===== config.mk =====
export PLATFORM = sky130hd
export DESIGN_NAME = crc16_check
export DESIGN_NICKNAME = d
export VERILOG_FILES = /design/src/rtl/crc16_check.sv
export SDC_FILE = /design/constraint.sdc
export NUM_CORES = 1
export LEC_CHECK = 0
export ABC_AREA = 1
export BUFFER_PORTS_ARGS = -buffer_cell sky130_fd_sc_hd__buf_2
export CAP_MARGIN = 15
export CORE_MARGIN = 5
export CORE_UTILIZATION = 38
export CTS_CLUSTER_DIAMETER = 150
export DETAILED_ROUTE_END_ITERATION = 8
export GPL_ROUTABILITY_DRIVEN = 1
export GPL_TIMING_DRIVEN = 0
export PLACE_DENSITY_LB_ADDON = 0.25
export SLEW_MARGIN = 20
export SYNTH_ARGS = -nofsm -noshare
export SYNTH_HDL_FRONTEND = slang
export SYNTH_SLANG_ARGS = --single-unit

===== constraint.sdc =====
create_clock -name clk -period 3.2 [get_ports clk]
set_input_delay 0.8 -clock clk [delete_from_list [all_inputs] [get_ports clk]]
set_output_delay 0.8 -clock clk [all_outputs]
set_load 0.03 [all_outputs]

===== src/rtl/crc16_check.sv =====
// rtl/crc16_check.sv - receive-side CRC16 checker (x^16+x^15+x^2+1, init 0xFFFF)
module crc16_check #(
    parameter int LEN_W      = 16,
    parameter bit CRC_INVERT = 1'b0
) (
    input  logic             clk,
    input  logic             rst,
    input  logic [7:0]       in_data,
    input  logic             in_valid,
    input  logic             in_last,
    output logic             in_ready,
    output logic             done,
    output logic             crc_ok,
    output logic             crc_err,
    output logic             runt,
    output logic [15:0]      calc_crc,
    output logic [15:0]      rx_crc,
    output logic [LEN_W-1:0] frame_len
);

    typedef enum logic [1:0] {
        S_IDLE = 2'd0,
        S_BODY = 2'd1,
        S_DONE = 2'd2
    } state_e;

    localparam logic [15:0]      CRC_INIT = 16'hFFFF;
    localparam logic [LEN_W-1:0] LEN_ONE  = {{(LEN_W-1){1'b0}}, 1'b1};

    // Byte-parallel CRC step, MSB of the data byte first, same mapping as the crc16 generator.
    function automatic logic [15:0] crc16_next(input logic [15:0] crc, input logic [7:0] d);
        logic [15:0] c;
        logic        fb;
        c = crc;
        for (int i = 7; i >= 0; i--) begin
            fb = c[15] ^ d[i];
            c  = {c[14:0], 1'b0};
            if (fb) begin
                c = c ^ 16'h8005;
            end
        end
        return c;
    endfunction

    state_e           state_q;
    logic [15:0]      lfsr_q;
    logic [7:0]       h0_q;
    logic [7:0]       h1_q;
    logic [1:0]       cnt_q;
    logic [LEN_W-1:0] len_q;
    logic             done_q;
    logic             ok_q;
    logic             err_q;
    logic             runt_q;
    logic [15:0]      calc_q;
    logic [15:0]      rx_q;

    logic             accept;
    logic [15:0]      lfsr_d;
    logic [15:0]      rx_d;
    logic [15:0]      expect_d;
    logic             match_d;
    logic [LEN_W-1:0] len_d;

    // Handshake and the next-state helpers used by the sequential block.
    always_comb begin
        accept   = in_valid && (state_q != S_DONE);
        lfsr_d   = crc16_next(lfsr_q, h1_q);
        rx_d     = {h0_q, in_data};
        expect_d = CRC_INVERT ? ~lfsr_d : lfsr_d;
        match_d  = (rx_d == expect_d);
        if (state_q == S_IDLE) begin
            len_d = LEN_ONE;
        end else if (len_q == {LEN_W{1'b1}}) begin
            len_d = len_q;
        end else begin
            len_d = len_q + LEN_ONE;
        end
    end

    // Frame FSM: two-byte delay line keeps the CRC bytes out of the lfsr; results captured on in_last.
    always_ff @(posedge clk or negedge rst) begin
        if (!rst) begin
            state_q <= S_IDLE;
            lfsr_q  <= CRC_INIT;
            h0_q    <= 8'h00;
            h1_q    <= 8'h00;
            cnt_q   <= 2'd0;
            len_q   <= '0;
            done_q  <= 1'b0;
            ok_q    <= 1'b0;
            err_q   <= 1'b0;
            runt_q  <= 1'b0;
            calc_q  <= 16'h0000;
            rx_q    <= 16'h0000;
        end else begin
            case (state_q)
                S_IDLE, S_BODY: begin
                    if (accept) begin
                        len_q <= len_d;
                        if (in_last) begin
                            state_q <= S_DONE;
                            done_q  <= 1'b1;
                            rx_q    <= rx_d;
                            if (cnt_q == 2'd2) begin
                                calc_q <= lfsr_d;
                                ok_q   <= match_d;
                                err_q  <= !match_d;
                                runt_q <= 1'b0;
                            end else begin
                                calc_q <= CRC_INIT;
                                ok_q   <= 1'b0;
                                err_q  <= 1'b0;
                                runt_q <= 1'b1;
                            end
                        end else begin
                            state_q <= S_BODY;
                            if (cnt_q == 2'd2) begin
                                lfsr_q <= lfsr_d;
                            end else begin
                                cnt_q <= cnt_q + 2'd1;
                            end
                            h1_q <= h0_q;
                            h0_q <= in_data;
                        end
                    end
                end
                S_DONE: begin
                    state_q <= S_IDLE;
                    done_q  <= 1'b0;
                    lfsr_q  <= CRC_INIT;
                    cnt_q   <= 2'd0;
                    h0_q    <= 8'h00;
                    h1_q    <= 8'h00;
                end
                default: begin
                    state_q <= S_IDLE;
                end
            endcase
        end
    end

    assign in_ready  = (state_q != S_DONE);
    assign done      = done_q;
    assign crc_ok    = ok_q;
    assign crc_err   = err_q;
    assign runt      = runt_q;
    assign calc_crc  = calc_q;
    assign rx_crc    = rx_q;
    assign frame_len = len_q;

endmodule


; After elaboration in Yosys (flattened, before gate mapping)
; Index checks and enable logic that the tools add are counted.
[word_totals]
register_bits = 88
input_bits = 12
out_inout_bits = 53
word_cells = 87
[classes]
addsub = 2
eq_ne = 12
n_mux = 34
bitwise = 16
n_reduce_logical = 11
[op_table]
columns = cell, count
row1 = $mux W16, 14
row2 = $mux W8, 4
row3 = $pmux W16 S2, 1
row4 = $pmux W8 S2, 2
row5 = $not A3 Y3, 8
row6 = $add A16 B1 Y16 const B, 1
row7 = $eq A16 B16 Y1, 1
row8 = $eq A16 B16 Y1 const B, 1
row9 = $ne A2 B2 Y1 const B, 7
row10 = $mux W2, 6
row11 = $reduce_and A3 Y1, 4
row12 = $reduce_and A4 Y1, 2
row13 = $xor A1 B1 Y1, 8
row14 = $mux W1, 5
row15 = $eq A2 B2 Y1 const B, 2
row16 = $pmux W2 S2, 1
row17 = $add A2 B1 Y2 const B, 1
row18 = $eq A2 B1 Y1 const B, 1
row19 = $logic_not A2 Y1, 1
row20 = $pmux W1 S2, 1
row21 = $reduce_bool A2 Y1, 1
row22 = $reduce_or A2 Y1, 1
row23 = $logic_and A1 B1 Y1, 1
row24 = $logic_not A1 Y1, 1

; Depth between registers and ports, before layout
; Gate-level depths: netlist of the first run.
[depth]
word_depth = 20
depth_mapped = 21

; Least setup slack after synthesis of the first run
; OpenSTA, ideal clock, no wires.
[synth_path]
kind = input-to-reg
from = in in_valid
to = reg len_q[15] (netlist: frame_len[15])
t_arrival_ps = 2002
setup_slack_ps = 1059
stages = 9
n_path_buf = 0
cell_sequence = inv_1 > nor2_1 > nand2_1 > nor2_1 > nand2_1 > nor4_2 > nand2_1 > nor4_1 > nor3_1
[synth_between]
elab_chain_cells = 2
[synth_rtl]
columns = element, line_no
row1 = start: declaration, 9  ; input logic in_valid,
row2 = $logic_and A1 B1 Y1, 67  ; accept = in_valid && (state_q != S_DONE);
row3 = $reduce_and A3 Y1 (no source line), -
row4 = end signal: assignment, 100  ; len_q <= len_d;
row5 = end: declaration, 50  ; logic [LEN_W-1:0] len_q;
; No other way between the ends.
; A chain may end at the register's enable or synchronous reset.

; Worst setup path in the final report of the first run
[layout_path]
from = reg lfsr_q[14]
to = reg err_q (netlist: crc_err)
[layout_between]
elab_chain_cells = 19
[layout_rtl]
columns = element, line_no
row1 = start: declaration, 46  ; logic [15:0] lfsr_q;
row2 = start signal: assignment, 119  ; lfsr_q <= lfsr_d;
row3 = $not A3 Y3 (no source line), -
row4 = $mux W16 (*), 38  ; if (fb) begin
row5 = $xor A1 B1 Y1 (*), 36  ; fb = c[15] ^ d[i];
row6 = $mux W16 (*), 38
row7 = $xor A1 B1 Y1, 36
row8 = $mux W16 (*), 38
row9 = $xor A1 B1 Y1, 36
row10 = $mux W16 (*), 38
row11 = (+3 left out), -
row12 = $mux W16 (*), 38
row13 = $xor A1 B1 Y1, 36
row14 = $mux W16 (*), 38
row15 = $xor A1 B1 Y1, 36
row16 = $mux W16 (*), 38
row17 = $eq A16 B16 Y1 (*), 71  ; match_d = (rx_d == expect_d);
row18 = $logic_not A1 Y1 (*), 108  ; err_q <= !match_d;
row19 = $mux W1 (*), 105  ; if (cnt_q == 2'd2) begin
row20 = end signal: assignment, 108
row21 = end: declaration, 53  ; logic err_q;
; Mark *: on every way between the ends. The rest lies on a longest branch, timed or not.

==> flow_summary_export.csv, run 1 <==
group,metric,value,unit
floorplan,die_height,114,um
setup_path,crit_path_start_kind,"register",
yosys,yosysSeqAreaShare,54.1,%
timing,worst_pin_slew,555,ps
pwr,swShare,41.9,%
clock_network,clk_pin_slew,90,ps
timing,grt_setup_unrepaired,"false",
setup_path,cp_slowest_stage_delay,560,ps
pwr,p_comb_share,40.1,%
timing,final_max_slew_viol_count,0,
setup_path,cp.required,3450,ps
timing,fin_crit_sh,72.7,%
yosys,yosysTopAreaCellShare,43.8,%
floorplan,start_util,38.4,%
grt,grt_pass1_vias,3282,
pwr,vdd_ir_drop_max,406,uV
place,dp_hpwl,7950,um
detailed_routing,postRouteAntennaNets,0,
clock_network,numCtsBuffers,9,
finish,area_delta_synth_final,17.4,%
yosys,postSynthNetCount,471,
detailed_routing,avgRoutedWirePerCell,15.0,um
pwr,finalPower,3.77,mW
yosys,synth_cells,457,
grt,grt_usage,16.6,%
min_path,min_path_type,"input pin to asynchronous set/reset pin",
setup_path,cp_common_cell,"nand2_1",
grt,grt_pass1_wl,16900,um
grt,grt_overflow,0,
floorplan,boundaryPins,65,
pwr,power.switching,1.58,mW
timing,clock.fmax,430,MHz
finish,diodes,0,
detailed_routing,drc,0,
finish,num-nets-final,547,
pwr,leakage,2.30,nW
yosys,synth_cell_type_count,35,
timing,relSlewSlack,62.9,%
yosys,syn_avg_cell_area,8.99,sq um
clock_network,cts.sinks,88,
detailed_routing,num_vias,3306,
place,portBuffers,64,
yosys,synth.area.top_cells,"dfrtp_1 (44%), dfstp_2 (10%), nand2_1 (7.7%)",
detailed_routing,drt-initial-drc-count,185,
pwr,power_frac_seq,40.3,%
grt,grt_max_degree,53,
job,cap_violations,0,
finish,nFillCells,1084,
clock_network,postCtsSetupBuffers,0,
clock_network,clockRootBuffer,"clkbuf_8",
finish,drive_gt1_share,22.7,%
setup_path,cp_slowest_cell,"dfstp_2",
place,gp_congestion,0.841,
floorplan,die-area,13000,sq um
setup_path,critical_path.max_fanout,5,
finish,final-instance-count-excl-fill,678,
timing,timing.final.ws_setup,873,ps
clock_network,ctsHoldBuffers,0,
setup_path,cp-end-kind,"register",
detailed_routing,viasPerCell,4.88,
detailed_routing,finalWirelength,10200,um
clock_network,cts.repair.resized,0,
timing,skew,9.99,ps
status,status,"finished, final reports clean",
detailed_routing,drt-pass1-iter-count,4,
setup_path,worstSetupPathType,"register to register",
timing,hold_viol_final,0,
yosys,yosys.area.top_type,"dfrtp_1",
setup_path,critPathArrivalTime,2580,ps
clock_network,clockBufferDepth,2,
pwr,p_int,2.19,mW
clock_network,clock_latency,360,ps
place,dp_cells,662,
yosys,synth-seq-cells,88,
grt,antenna_found_initial,0,
floorplan,rows,38,
place,dp_slack,683,ps
clock_network,htree_num_levels,3,
floorplan,die_w,114,um
yosys,ys_warn_count,0,
timing,min_period,2330,ps
timing,fin_setup_tns,0,ps
pwr,p_per_area,781,nW/um^2
floorplan,core_area,10700,sq um
timing,setup_violations,0,
clock_network,cts_tree,"built",
pwr,pwr-share-clk,19.6,%
setup_path,path_cells,"xnor2_1 -> nand2_1 -> nand2_2 -> nand2_2 -> nand2_1 -> nand2_2 -> nand2_1 -> nand2_1 -> nand2_2 -> nand2_4 -> nand2_4 -> nand2_1 -> nand3_1 -> nand2_1 -> nand2_1 -> nand2_1 -> o21bai_1 -> nand2_1",
yosys,synth_area,4110,sq um
-- cells in the mapped netlist (all sizes together) --
cell type / number
clkbuf: 8
o22ai: 27
a21oi: 19
xor2: 9
a221oi: 2
dfrtp: 72
xnor2: 8
buf: 1
o21ai: 35
a2bb2oi: 10
ha: 2
nand3: 24
nor3: 9
inv: 76
a311oi: 1
a31oi: 1
nand2: 95
nand4: 3
o21a: 1
o21bai: 1
clkinv: 1
dfstp: 16
a22oi: 5
nor2: 28
a211oi: 1
nor4: 2
-- cell usage in the layout, fill, tap and decap left out, types with 9 or more instances in the layout --
master      n
a2bb2oi_1  10
o21ai_0    34
nand2_1    84
nor3_1      9
nand3_1    20
clkbuf_8   11
o22ai_1    27
nor2_1     27
a21oi_1    19
dfstp_2    16
buf_2      63
dfrtp_1    72
inv_1      74
-- layer usage --
metal / track usage [%] / up-vias / wire length (um)
met1: 24.9 / 1578 / 5160
met5: 0 / - / 0
met4: 4.04 / 0 / 74
li1: - / 1657 / -
met3: 4.03 / 6 / 537
met2: 24.1 / 65 / 4400
-- per-stage QoR --
step / cell area (sq um) / util (%) / hold slack (ps)
floorplan: 4110 / - / 473
global placement: 4600 / 43.0 / 451
detailed placement: 4630 / 43.3 / 464
CTS: 4830 / 45.1 / 398
global route: 4830 / 45.1 / 422
finish: 4830 / 45.1 / 392
-- worst paths after layout --
check | start | endpoint | slack, ps | cells after the start
max reg2reg | lfsr_q[14] | crc_err | 870 | 18
max | lfsr_q[14] | crc_err | 870 | 18
min reg2reg | crc_err | crc_err | 480 | 2
max in group asynchronous | rst | lfsr_q[3] | 2140 | 2
min in group clk | crc_err | crc_err | 480 | 2
min | rst | calc_crc[1] | 390 | 1
-- cells by family (layout without fill, tap and decap cells) --
kind of cell             after synthesis  count (layout)  share of synthesized area (%)
flip-flops                            88              88                           54.1
AO/OA/AOI/OAI                        103             103                           15.1
adder cells (fa/ha/maj)                2               2                          0.609
XOR/XNOR                              17              17                           4.54
AND/OR/NAND/NOR                      161             161                           17.8
buffers and inverters                 86             167                           7.95
-- area by class of cell --
| class | instances | area, sq um | area share [%] |
|---|---|---|---|
| clock buffer | 11 | 151 | 3.14 |
| clock inverter | 5 | 40.0 | 0.830 |
| inverter | 77 | 289 | 5.99 |
| multi-input combinational | 283 | 1560 | 32.3 |
| timing repair buffer | 65 | 350 | 7.26 |
| sequential | 88 | 2220 | 46.0 |
| tap | 140 | 175 | 3.63 |
| buffer | 9 | 37.5 | 0.778 |
-- sequential cells by signal, summed over array words and instances (netlist names) --
signal / cells
h0_q: 8
runt: 1
cnt_q: 2
calc_crc: 16
state_q: 2
crc_err: 1
h1_q: 8
done: 1
crc_ok: 1
rx_crc: 16
lfsr_q: 16
frame_len: 16
-- worst max-delay path, delay by kind of cell (launching register included) --
kind             cells  cell delay [ps]
XOR/XNOR             1              170
AND/OR/NAND/NOR     16             1350
flip-flops           1              560
AO/OA/AOI/OAI        1              140
-- power groups by stage --
stage               combinational (mW)  clock (mW)  sequential [mW]
detailed placement                1.52           0             1.54
finish                            1.51       0.737             1.52
global route                      1.68       0.812             1.55
CTS                               1.53       0.760             1.52
floorplan                        0.933           0             1.71
global placement                  1.50           0             1.53
Note: power is estimated with default switching activity, not from simulation.
==> run 2: changes to the inputs <==
==> constraint.sdc (replaced) <==
create_clock -name clk -period 2.4 [get_ports clk]
set_input_delay 0.6 -clock clk [delete_from_list [all_inputs] [get_ports clk]]
set_output_delay 0.6 -clock clk [all_outputs]
set_load 0.03 [all_outputs]
==> flow_summary_export.csv, run 2 (synthesized netlist as in run 1, its figures left out) <==
group,metric,value,unit
setup_path,path_buf_inv,1,
timing,worst_pin_slew,561,ps
detailed_routing,postRouteAntennaNets,0,
setup_path,regToRegEndpoint,"crc_err",
setup_path,cp_slowest_cell,"dfstp_2",
setup_path,critPathArrivalTime,2490,ps
setup_path,cp-end-kind,"register",
floorplan,core_area,10700,sq um
grt,antenna_found_initial,0,
detailed_routing,drt-initial-drc-count,173,
detailed_routing,num_vias,3327,
detailed_routing,route.top_layer_used,"met4",
setup_path,reg2reg_depth,19,
clock_network,cts_tree,"built",
grt,grt_pass1_vias,3282,
place,dp_hpwl,7950,um
clock_network,ctsHoldBuffers,0,
grt,grt_max_degree,53,
setup_path,cp_slowest_stage_delay,570,ps
detailed_routing,drt-pass1-iter-count,4,
setup_path,worstSetupPathType,"register to register",
finish,drive_gt1_share,24.2,%
clock_network,clock_latency,360,ps
detailed_routing,route.met3.wl,579,um
clock_network,cts.sinks,88,
setup_path,critical_path.max_fanout,5,
min_path,min_path_type,"input pin to asynchronous set/reset pin",
finish,nFillCells,1076,
floorplan,rows,38,
floorplan,die-area,13000,sq um
timing,relSlewSlack,62.5,%
setup_path,rrSetupSlack,160,ps
floorplan,die_w,114,um
timing,min_period,2240,ps
job,cap_violations,0,
setup_path,path_cells,"inv_1 -> nand2_1 -> nand2_2 -> nand2_2 -> nand3_1 -> nand2_1 -> nand2_2 -> nand2_1 -> nand2_2 -> nand2_2 -> nand2_4 -> nand2_4 -> nand2_4 -> nand3_1 -> nand2_1 -> nand2_1 -> nand2_1 -> o21bai_1 -> nand2_1",
clock_network,htree_num_levels,3,
setup_path,cp.required,2650,ps
pwr,leakage,2.35,nW
grt,grt_pass1_wl,16900,um
pwr,vdd_ir_drop_max,556,uV
setup_path,crit_path_start_kind,"register",
timing,hold_viol_final,0,
timing,setup_violations,0,
clock_network,clockRootBuffer,"clkbuf_8",
grt,grt_usage,16.6,%
detailed_routing,drc,0,
status,status,"finished, final reports clean",
timing,grt_setup_unrepaired,"true",
floorplan,boundaryPins,65,
clock_network,clockBufferDepth,2,
setup_path,r2r-start,"lfsr_q[14]",
grt,grt_overflow,0,
setup_path,cp_common_cell,"nand2_1",
timing,fin_crit_sh,93.3,%
detailed_routing,wl_met2,4470,um
finish,layout_common_cells,"nand2_1 (82), inv_1 (74), dfrtp_1 (72)",
place,gp_congestion,0.841,
clock_network,clk_pin_slew,90,ps
clock_network,numCtsBuffers,9,
detailed_routing,finalWirelength,10300,um
pwr,finalPower,5.16,mW
detailed_routing,avgRoutedWirePerCell,15.1,um
finish,diodes,0,
timing,skew,11.0,ps
floorplan,die_height,114,um
detailed_routing,met1_length,5100,um
finish,post-route-util,45.8,%
timing,final_max_slew_viol_count,0,
finish,area_delta_synth_final,19.2,%
floorplan,start_util,38.4,%
detailed_routing,viasPerCell,4.89,
finish,final_common_cell,"nand2_1",
timing,clock.fmax,446,MHz
pwr,p_per_area,1050,nW/um^2
finish,num-nets-final,550,
setup_path,critPathTopFamily,"simple AND/OR/NAND/NOR gates",
place,portBuffers,64,
-- run 2: area by class of cell --
class	instances	area, sq um	area share [%]
multi-input combinational	283	1610	32.9
clock buffer	11	151	3.09
tap	140	175	3.58
timing repair buffer	68	373	7.61
sequential	88	2220	45.4
buffer	9	37.5	0.766
clock inverter	5	40.0	0.818
inverter	77	289	5.90
-- run 2: metrics by stage --
step / hold slack (ps) / worst slack [ps] / cell area [sq um] / setup TNS, ps / std cells
after floorplan: 304 / 308 / 4110 / 0 / 457
after global placement: 451 / -51.1 / 4600 / -3220 / 661
after detailed placement: 464 / 83.5 / 4630 / 0 / 662
after CTS: 198 / 81.0 / 4830 / 0 / 678
after global routing: 222 / -3.88 / 4900 / -3.88 / 681
final: 198 / 160 / 4900 / 0 / 681
-- run 2: worst max path at each step --
stage | end | slack (ps) | from | cells after the start
after floorplan | frame_len[15] | 310 | frame_len[0] | 11
after global placement | frame_len[6] | -50 | rst | 1
after detailed placement | frame_len[13] | 80 | in_valid | 10
after CTS | crc_err | 80 | lfsr_q[14] | 18
after global routing | crc_err | -4 | lfsr_q[14] | 19
final | crc_err | 160 | lfsr_q[14] | 19
-- run 2: routing by layer --
layer / up-vias / GRT usage (%)
met2: 68 / 24.1
met3: 10 / 4.03
met4: 0 / 4.04
li1: 1668 / -
met5: - / 0
met1: 1581 / 24.9
-- run 2: timing repair --
item	in CTS	in global routing
hold endpoints to repair	0	0
gates resized for setup	0	11
setup buffers	0	3
setup endpoints to repair	0	5
-- run 2: report_power, final --
group,switching (mW),leakage (nW),internal [mW]
Sequential,0.206,1.05,1.82
Combinational,1.41,1.20,0.742
Clock,0.542,0.0999,0.440
Total,2.16,2.35,3.00
==> run 3: changes to the inputs <==
--- a/config.mk
+++ b/config.mk
@@ -14,7 +14,7 @@
 export DETAILED_ROUTE_END_ITERATION = 8
 export GPL_ROUTABILITY_DRIVEN = 1
 export GPL_TIMING_DRIVEN = 0
-export PLACE_DENSITY_LB_ADDON = 0.25
+export PLACE_DENSITY_LB_ADDON = 0.3
 export SLEW_MARGIN = 20
 export SYNTH_ARGS = -nofsm -noshare
 export SYNTH_HDL_FRONTEND = slang
==> flow_summary_export.csv, run 3 (synthesized netlist as in run 1, its figures left out) <==
group,metric,value,unit
finish,drive_gt1_share,25.0,%
pwr,leakage,2.35,nW
setup_path,critPathTopFamily,"simple AND/OR/NAND/NOR gates",
finish,num-nets-final,550,
finish,final_common_cell,"nand2_1",
pwr,p_int,3.10,mW
timing,fin_setup_tns,0,ps
setup_path,r2r-start,"lfsr_q[14]",
setup_path,critical_path.max_fanout,5,
setup_path,cp_slowest_stage_delay,570,ps
grt,grt_overflow,0,
pwr,p_per_area,1080,nW/um^2
pwr,power.switching,2.21,mW
place,place_area,4630,sq um
place,dp_hpwl,7870,um
setup_path,startpoint,"lfsr_q[14]",
timing,hold_viol_final,0,
setup_path,path_buf_inv,0,
floorplan,die_w,114,um
setup_path,cp-end-kind,"register",
detailed_routing,num_vias,3452,
grt,grt_usage,16.6,%
clock_network,clockBufferDepth,2,
detailed_routing,drt-initial-drc-count,187,
finish,multiInputGateArea,1630,sq um
detailed_routing,drt-pass1-iter-count,4,
timing,relSlewSlack,61.1,%
grt,grt_pass1_wl,16800,um
detailed_routing,postRouteAntennaNets,0,
pwr,pwr-share-clk,19.9,%
clock_network,clock_latency,360,ps
detailed_routing,finalWirelength,10300,um
setup_path,critPathArrivalTime,2540,ps
grt,antenna_found_initial,0,
floorplan,start_util,38.4,%
clock_network,numCtsBuffers,9,
min_path,min_path_type,"input pin to asynchronous set/reset pin",
setup_path,cp.required,2650,ps
setup_path,path_cells,"xnor2_2 -> nand2_2 -> nand2_2 -> nand2_2 -> nand2_2 -> nand2_2 -> nand2_1 -> nand2_2 -> nand2_2 -> nand2_4 -> nand2_4 -> nand2_4 -> nand2_4 -> nand2_1 -> nand3_1 -> nand3_2 -> o21bai_1 -> nand2_1",
pwr,p_comb_share,42.0,%
place,portBuffers,64,
timing,min_period,2290,ps
pwr,vdd_ir_drop_max,512,uV
finish,area_delta_synth_final,19.8,%
timing,fin_crit_sh,95.3,%
timing,setup_violations,0,
clock_network,clk_pin_slew,90,ps
place,gp_congestion,0.824,
floorplan,die-area,13000,sq um
job,cap_violations,0,
floorplan,rows,38,
finish,nFillCells,1055,
finish,seq_area,2220,sq um
clock_network,cts_tree,"built",
timing,final_max_slew_viol_count,0,
timing,skew,10.0,ps
pwr,power_frac_seq,38.0,%
timing,worst_pin_slew,584,ps
clock_network,cts.sinks,88,
setup_path,cp_common_cell,"nand2_2",
setup_path,rrSetupSlack,110,ps
detailed_routing,drc,0,
floorplan,boundaryPins,65,
floorplan,die_height,114,um
pwr,swShare,41.6,%
clock_network,clockRootBuffer,"clkbuf_8",
finish,diodes,0,
timing,clock.fmax,437,MHz
clock_network,ctsHoldBuffers,0,
grt,grt_pass1_vias,3309,
status,status,"finished, final reports clean",
detailed_routing,avgRoutedWirePerCell,15.2,um
grt,grt_max_degree,46,
setup_path,cp_slowest_cell,"dfstp_2",
finish,design_area,4920,sq um
finish,layout_common_cells,"nand2_1 (80), inv_1 (74), dfrtp_1 (72)",
clock_network,htree_num_levels,3,
setup_path,crit_path_start_kind,"register",
setup_path,regToRegEndpoint,"crc_err",
setup_path,worstSetupPathType,"register to register",
floorplan,core_area,10700,sq um
setup_path,reg2reg_depth,18,
detailed_routing,viasPerCell,5.07,
run 3: repair_timing:
action / in CTS / in global routing
setup buffers: 0 / 3
endpoints found under the setup margin: 0 / 6
endpoints found under the hold margin: 0 / 0
resized for setup: 0 / 14
run 3: power by group through the flow:
stage	sequential [mW]	clock (mW)	combinational, mW
global placement	2.04	0	1.97
finish	2.02	1.06	2.23
CTS	2.02	1.09	2.03
floorplan	2.28	0	1.24
detailed placement	2.05	0	2.02
global route	2.06	1.15	2.44
run 3: worst max-delay path by stage:
stage,depth (start not counted),endpoint
6_report,18,crc_err
3_5_place_dp,10,frame_len[15]
3_3_place_gp,1,calc_crc[5]
4_1_cts,18,crc_err
5_1_grt,18,crc_err
2_1_floorplan,11,frame_len[15]
run 3: area by class of cell:
type | count | area share [%]
Clock inverter | 6 | 1.37
Multi-Input combinational cell | 283 | 33.1
Buffer | 9 | 0.762
Sequential cell | 88 | 45.1
Tap cell | 140 | 3.56
Inverter | 77 | 5.87
Timing Repair Buffer | 68 | 7.42
Clock buffer | 10 | 2.80
run 3: layer usage:
layer	up-vias	wire length, um	GRT usage, %
met1	1668	4810	23.6
met2	102	4750	25.4
met5	-	0	0
li1	1670	-	-
met3	12	666	3.82
met4	0	126	4.59
run 3: worst register-to-register path: cells and delay by family, from the launching register on:
family	cells	cell delay [ps]
xor gates and xnor gates	1	140
AOI/OAI and AO/OA	1	150
and+or+nand+nor	16	1300
DFF	1	570
run 3: through the flow:
stage / total power [mW] / cells / hold slack, ps / worst slack (ps) / utilization (%)
final: 5.31 / 681 / 232 / 112 / 46.0
after global routing: 5.66 / 681 / 286 / -19.2 / 46.0
after CTS: 5.14 / 678 / 245 / 58.8 / 45.2
after detailed placement: 4.07 / 662 / 465 / 49.3 / 43.3
after global placement: 4.01 / 661 / 450 / -35.0 / 43.0
after floorplan: 3.52 / 457 / 304 / 308 / -
